**config.mk**
```make
export PLATFORM = sky130hd
export DESIGN_NAME = pc_fetch_unit
export DESIGN_NICKNAME = d
export VERILOG_FILES = /design/src/rtl/pc_fetch_unit.sv
export SDC_FILE = /design/constraint.sdc
export NUM_CORES = 1
export LEC_CHECK = 0
export ABC_AREA = 1
export CORE_MARGIN = 8
export CORE_UTILIZATION = 45
export DETAILED_ROUTE_END_ITERATION = 7
export PLACE_DENSITY = 0.81
export SYNTH_ARGS = -nofsm -noshare
export SYNTH_HDL_FRONTEND = slang
export SYNTH_SLANG_ARGS = --single-unit
```
**constraint.sdc**
```tcl
create_clock -name clk -period 9 [get_ports clk]
set_clock_uncertainty 0.2 [all_clocks]
set_input_delay 1.35 -clock clk [delete_from_list [all_inputs] [get_ports clk]]
set_output_delay 1.35 -clock clk [all_outputs]
set_load 0.01 [all_outputs]
```
**src/rtl/pc_fetch_unit.sv**
```systemverilog
// Instruction-fetch stage of the DLX datapath: owns the PC and computes the next PC.
// It issues req/ack fetches to instruction memory and holds each instruction under valid/ready.
module pc_fetch_unit #(
  parameter logic [31:0] RESET_PC = 32'h0000_0000
) (
  input  logic        clk,
  input  logic        arst,
  output logic        imem_req,
  output logic [31:0] imem_addr,
  input  logic        imem_ack,
  input  logic [31:0] imem_rdata,
  output logic        instr_valid,
  output logic [31:0] instr,
  input  logic        ex_ready,
  output logic [31:0] pc,
  output logic [31:0] pc_plus4,
  input  logic        br_taken,
  input  logic [15:0] br_offset,
  input  logic        jmp,
  input  logic [25:0] jmp_target,
  input  logic        jr,
  input  logic [31:0] jr_target
);

  typedef enum logic [1:0] {
    IDLE  = 2'd0,
    FETCH = 2'd1,
    VALID = 2'd2
  } fetchState_e;

  fetchState_e state_q, state_d;
  logic [31:0] pc_q, pc_d;
  logic [31:0] instr_q, instr_d;

  logic [31:0] pcPlus4;
  logic [31:0] brTarget;
  logic [31:0] nextPc;
  logic        accept;

  assign pcPlus4  = pc_q + 32'd4;
  assign brTarget = pcPlus4 + {{14{br_offset[15]}}, br_offset, 2'b00};
  assign accept   = (state_q == VALID) && ex_ready;

  // Redirect priority is jr > jmp > branch > sequential.
  always_comb begin
    nextPc = pcPlus4;
    if (jr) begin
      nextPc = jr_target & 32'hFFFF_FFFC;
    end else if (jmp) begin
      nextPc = {pcPlus4[31:28], jmp_target, 2'b00};
    end else if (br_taken) begin
      nextPc = brTarget;
    end
  end

  always_ff @(posedge clk) begin
    if (arst) begin
      state_q <= IDLE;
      pc_q    <= RESET_PC;
      instr_q <= 32'h0000_0000;
    end else begin
      state_q <= state_d;
      pc_q    <= pc_d;
      instr_q <= instr_d;
    end
  end

  always_comb begin
    state_d = state_q;
    pc_d    = pc_q;
    instr_d = instr_q;
    unique case (state_q)
      IDLE: begin
        state_d = FETCH;
      end
      FETCH: begin
        if (imem_ack) begin
          instr_d = imem_rdata;
          state_d = VALID;
        end
      end
      VALID: begin
        if (accept) begin
          pc_d    = nextPc;
          state_d = FETCH;
        end
      end
      default: begin
        state_d = IDLE;
      end
    endcase
  end

  always_comb begin
    imem_req    = (state_q == FETCH);
    imem_addr   = pc_q;
    instr_valid = (state_q == VALID);
    instr       = instr_q;
    pc          = pc_q;
    pc_plus4    = pcPlus4;
  end

endmodule
```
# After elaboration in Yosys (flattened, before gate mapping)

Cells that the tools add are included.

Register bits: 66
Latch bits: 0
RAM bits: 0
Bits in read-only memories: 0
Input port bits: 113
Output and inout bits: 130
Logic and storage cells: 20
Memories kept: 0

Add/sub/neg operators: 2
Multipliers: 0
Div/mod/pow operators: 0
$lt $le $gt $ge: 0
Equal/unequal tests: 4
Shift operators: 0
Multiplexer cells: 6
Bitwise logic cells: 0
Reduce and logical (&&, ||, !) cells: 5

Operators with widths:

| cell                                          | count |
|---|---|
| 2-to-1 mux 32 bit                             | 3 |
| adder 32 x 3 -> 32 bit, second input constant | 1 |
| adder 32 bit                                  | 1 |
| one-hot mux 2 bit (3 select lines)            | 1 |
| AND reduction 2 bit                           | 3 |
| 2-to-1 mux 2 bit                              | 2 |
| != test 2 x 1 -> 1 bit, second input constant | 2 |
| == test 2 x 1 -> 1 bit, second input constant | 1 |
| == test 2 bit, second input constant          | 1 |
| logical NOT 2 bit                             | 1 |
| logical AND 1 bit                             | 1 |

# Depth between registers and ports, before layout

Depth after elaboration: 5
Gate-level depth with buffers: 26
Gate-level depth less buffers: 26

# Worst setup path before layout

No wires, ideal clock.

Path type: input port to flip-flop
From: input port br_offset[0]
To: register pc_q[20] (netlist: imem_addr[20])
Setup time: 0.132 ns
Data arrival time: 2.798 ns
Data required time: 8.668 ns
Setup slack: 5.870 ns
Stages on the path: 16
Buffers on the path: 0
Path through: ha_1 -> fa_1 -> nand2_1 -> nand2_1 -> nand3_1 -> nand2_1 -> nand2_1 -> nand2_1 -> nand2_1 -> nand2_1 -> nand2_1 -> nand3_1 -> nand2_1 -> nand2_1 -> nand2_1 -> a21oi_1

Longest elaborated chain between the ends: 4

Ends and longest elaborated chain:

| item                 | line | text |
|---|---|---|
| start, declared      | 18   | `input logic [15:0] br_offset,` |
| adder 32 bit         | 41   | `assign brTarget = pcPlus4 + {{14{br_offset[15]}}, br_offset, 2'b00};` |
| 2-to-1 mux 32 bit    | 51   | `end else if (br_taken) begin` |
| 2-to-1 mux 32 bit    | 49   | `end else if (jmp) begin` |
| 2-to-1 mux 32 bit    | 47   | `if (jr) begin` |
| end signal, assigned | 63   | `pc_q <= pc_d;` |
| end, declared        | 32   | `logic [31:0] pc_q, pc_d;` |

Every way passes these cells.
A chain may end at the register's enable or synchronous reset.

# Worst setup path in the final report

From: register pc_q[2] (netlist: imem_addr[2])
To: output port pc_plus4[16]

Longest elaborated chain between the ends: 1

Ends and longest elaborated chain:

| item                   | line | text |
|---|---|---|
| adder 32 x 3 -> 32 bit | 40   | `assign pcPlus4 = pc_q + 32'd4;` |
| end, declared          | 16   | `output logic [31:0] pc_plus4,` |

Every way passes these cells.

==> metrics.csv <==
metric,value,unit
crit start category,register,
Final Max Slew Viols,0,
Ports,243,
Rows,44,
"Clk Latency, worst-skew pair",0.33,ns
Final Hold Viols,0,
Crit Path Max Fanout,7,
Leak Pwr,4.14,nW
drt initial violations,558,
Cells after Synth,1174,
area of the core,14400,sq um
maxcap violations,0,
number of synthesized register bits,64,
"Data required, critical path",7.45,ns
dpl hpwl,20900,um
post-cts repair resize count,0,
layout cells sized above 1,4.40,%
Post-route DRC,0,
Placed Cells,1531,
Crit-path slowest cell,clkdlybuf4s50_1,
antenna fix cells,0,
Worst setup EP type,output port,
power density over the cells,99.6,nW/um^2
vias in the first global route,7761,
Root Buffer,clkbuf_16,
post-route minimum period,4.42,ns
actual slew at the worst max-slew pin,1.08,ns
nets,1508,
Worst path depth,9,
hold crit path type,register to register,
Syn Std Cell Area,6530,sq um
Rel. slew slack,27.7,%
"Top cell by count, worst path",inv_2,
Clock Pin Slew Worst Setup and Hold Paths,0.05,ns
GR Overflow Total,0,
Setup crit end,pc_plus4[16],
DRT Wirelength,25700,um
final core utilization,63.2,%
RSZ-0062 raised after global routing,no,
vias per inst,5.18,
crit path from,imem_addr[2],
Synth cell types,34,
Routability Congestion,0.973,
vias post-DR,8009,
CP top delay family,buffers and inverters,
syn_area_per_cell,5.56,sq um
"Buf+Inv Stages, Crit Path",3,
die height,136,um
antenna violations before repair,0,
Total Power,0.000905,W
CTS tree,built,
Critical Path AT,2.87,ns
Worst VDD drop,0.133,mV
TritonRoute pass-1 iters,6,
outcome,"complete, no violations",
Die W,136,um
post-synthesis sequential area ratio,19.6,%
CTS H-tree lvls,3,
Fmax achieved,226,MHz
critical path type,register to output port,
Inserted Clock Buffers,9,
drt wl/cell,16.6,um
CP cell instances,ha_1 > nand3_1 > inv_2 > nand2_2 > nor2_4 > inv_2 > nor2_2 > xor2_1 > clkdlybuf4s50_1,
Max stage delay on crit path,0.68,ns
reg2reg path depth,20,
Initial Util,45.5,%
first-pass GRT wire length,40200,um
Setup Viol. Count Final,0,
remaining antenna violation count after routing,0,
reg2reg end,imem_addr[18],
Clock Path Buffers,2,
Setup Buffers After CTS,0,
GR Util All Layers,27.3,%
worst r2r src,imem_addr[2],
Port Buffers,234,
P&R area growth vs syn,39.1,%
Post-Layout Cell Count,1547,
Post-CTS Hold Fix Bufs,0,
Die ar.,18600,sq um
Num Clock Sinks,64,
"reg-to-reg slack, setup",5.18,ns
YS warnings,0,
pin count of the biggest net entering global routing,64,
Setup TNS,0,ns
post-route clock period utilization,49.1,%
-- Yosys cell counts --
| cell | instances | area [sq um] |
|---|---|---|
| nand2_1 | 399 | 1500 |
| inv_1 | 146 | 548 |
| a21oi_1 | 121 | 606 |
| nor2_1 | 116 | 435 |
| nand3_1 | 101 | 505 |
| dfxtp_1 | 64 | 1280 |
| buf_4 | 36 | 270 |
| ha_1 | 36 | 450 |
| clkbuf_1 | 34 | 128 |
| o21ai_0 | 21 | 105 |
| xor2_1 | 18 | 158 |
| inv_2 | 8 | 30.0 |
| nor3_1 | 8 | 40.0 |
| nand2_2 | 7 | 43.8 |
| nand4_1 | 7 | 43.8 |
| nor2_2 | 6 | 37.5 |
| or2_2 | 6 | 37.5 |
| nand3b_1 | 5 | 37.5 |
| o211ai_1 | 5 | 37.5 |
| and2_1 | 4 | 25.0 |
| nor3_2 | 4 | 40.0 |
| nor2_4 | 3 | 33.8 |
| o21ai_1 | 3 | 15.0 |
| o21bai_1 | 3 | 22.5 |
| a21oi_2 | 2 | 17.5 |
| a221oi_1 | 2 | 17.5 |
| a31oi_1 | 2 | 12.5 |
| a21o_1 | 1 | 7.51 |
| buf_1 | 1 | 3.75 |
| buf_2 | 1 | 5.00 |
| conb_1 | 1 | 3.75 |
| fa_1 | 1 | 20.0 |
| or2_1 | 1 | 6.26 |
| xnor2_1 | 1 | 8.76 |
-- worst min-delay path: stages (launching register included) --
cell and delay (ns):
dfxtp_1 0.30, nand2_1 0.06, a21oi_1 0.05
-- logic make-up after synthesis --
logic type / synth area share (%)
adder cells (fa/ha/maj): 7.20
buffers and inverters: 15.1
other: 0.0574
flip-flops: 19.6
AO/OA/AOI/OAI: 12.9
XOR/XNOR: 2.55
AND/OR/NAND/NOR: 42.6
-- per-layer routing --
| metal | up-vias | part of all wire, % | track usage [%] | wire [um] |
|---|---|---|---|---|
| li1 | 4037 | - | - | - |
| met1 | 3641 | 44 | 34.1 | 11200 |
| met2 | 299 | 47 | 46.3 | 12200 |
| met3 | 32 | 7.4 | 6.32 | 1890 |
| met4 | 0 | 1.4 | 6.59 | 365 |
| met5 | - | 0 | 0 | 0 |
-- power by group --
| part | switching [W] | internal [W] |
|---|---|---|
| logic | 0.000121 | 0.000107 |
| clock network | 0.000124 | 0.000249 |
| registers | 0.00000910 | 0.000294 |
| total | 0.000255 | 0.000650 |
-- area by class of cell --
class | instances | area, sq um
fill | 1417 | 5290
multi-input combinational | 889 | 4290
timing repair buffer | 240 | 2380
sequential | 64 | 1280
inverter | 154 | 578
clock buffer | 11 | 243
tap | 184 | 230
clock inverter | 5 | 80.1
-- layout by cell type, fill, tap and decap left out, drive strengths merged, types with 2 or more instances in the layout --
cell type and n:
ha 36, buf 7, nand4 7, nand2 406, a221oi 2, o21bai 3
nand3b 5, inv 154, and2 4, dfxtp 64, a21oi 123, nor3 12
clkbuf 11, nor2 125, clkdlybuf4s50 233, o21ai 24, bufinv 2, conb 6
or2 7, clkinvlp 2, a31oi 2, nand3 101, xor2 18, o211ai 5
-- flip-flops by register name, indices dropped and copies added (netlist names) --
register and count:
imem_addr 30, instr 32, state_q 2
-- worst min path at each step --
| stage | cells after the start | from | endpoint |
|---|---|---|---|
| after floorplan | 2 | instr[0] | instr[0] |
| after global placement | 2 | instr[4] | instr[4] |
| after detailed placement | 2 | instr[25] | instr[25] |
| after CTS | 2 | instr[25] | instr[25] |
| after global routing | 2 | instr[28] | instr[28] |
| final | 2 | instr[24] | instr[24] |
-- stage by stage --
stage,hold WS (ns),setup slack (ns),area [sq um]
2_1_floorplan,0.286,5.87,6550
6_report,0.259,4.58,9080
3_3_place_gp,0.247,4.43,8760
5_1_grt,0.274,4.49,9080
3_5_place_dp,0.251,4.44,8760
4_1_cts,0.259,4.63,9080
Note: power is estimated with default switching activity, not from simulation.
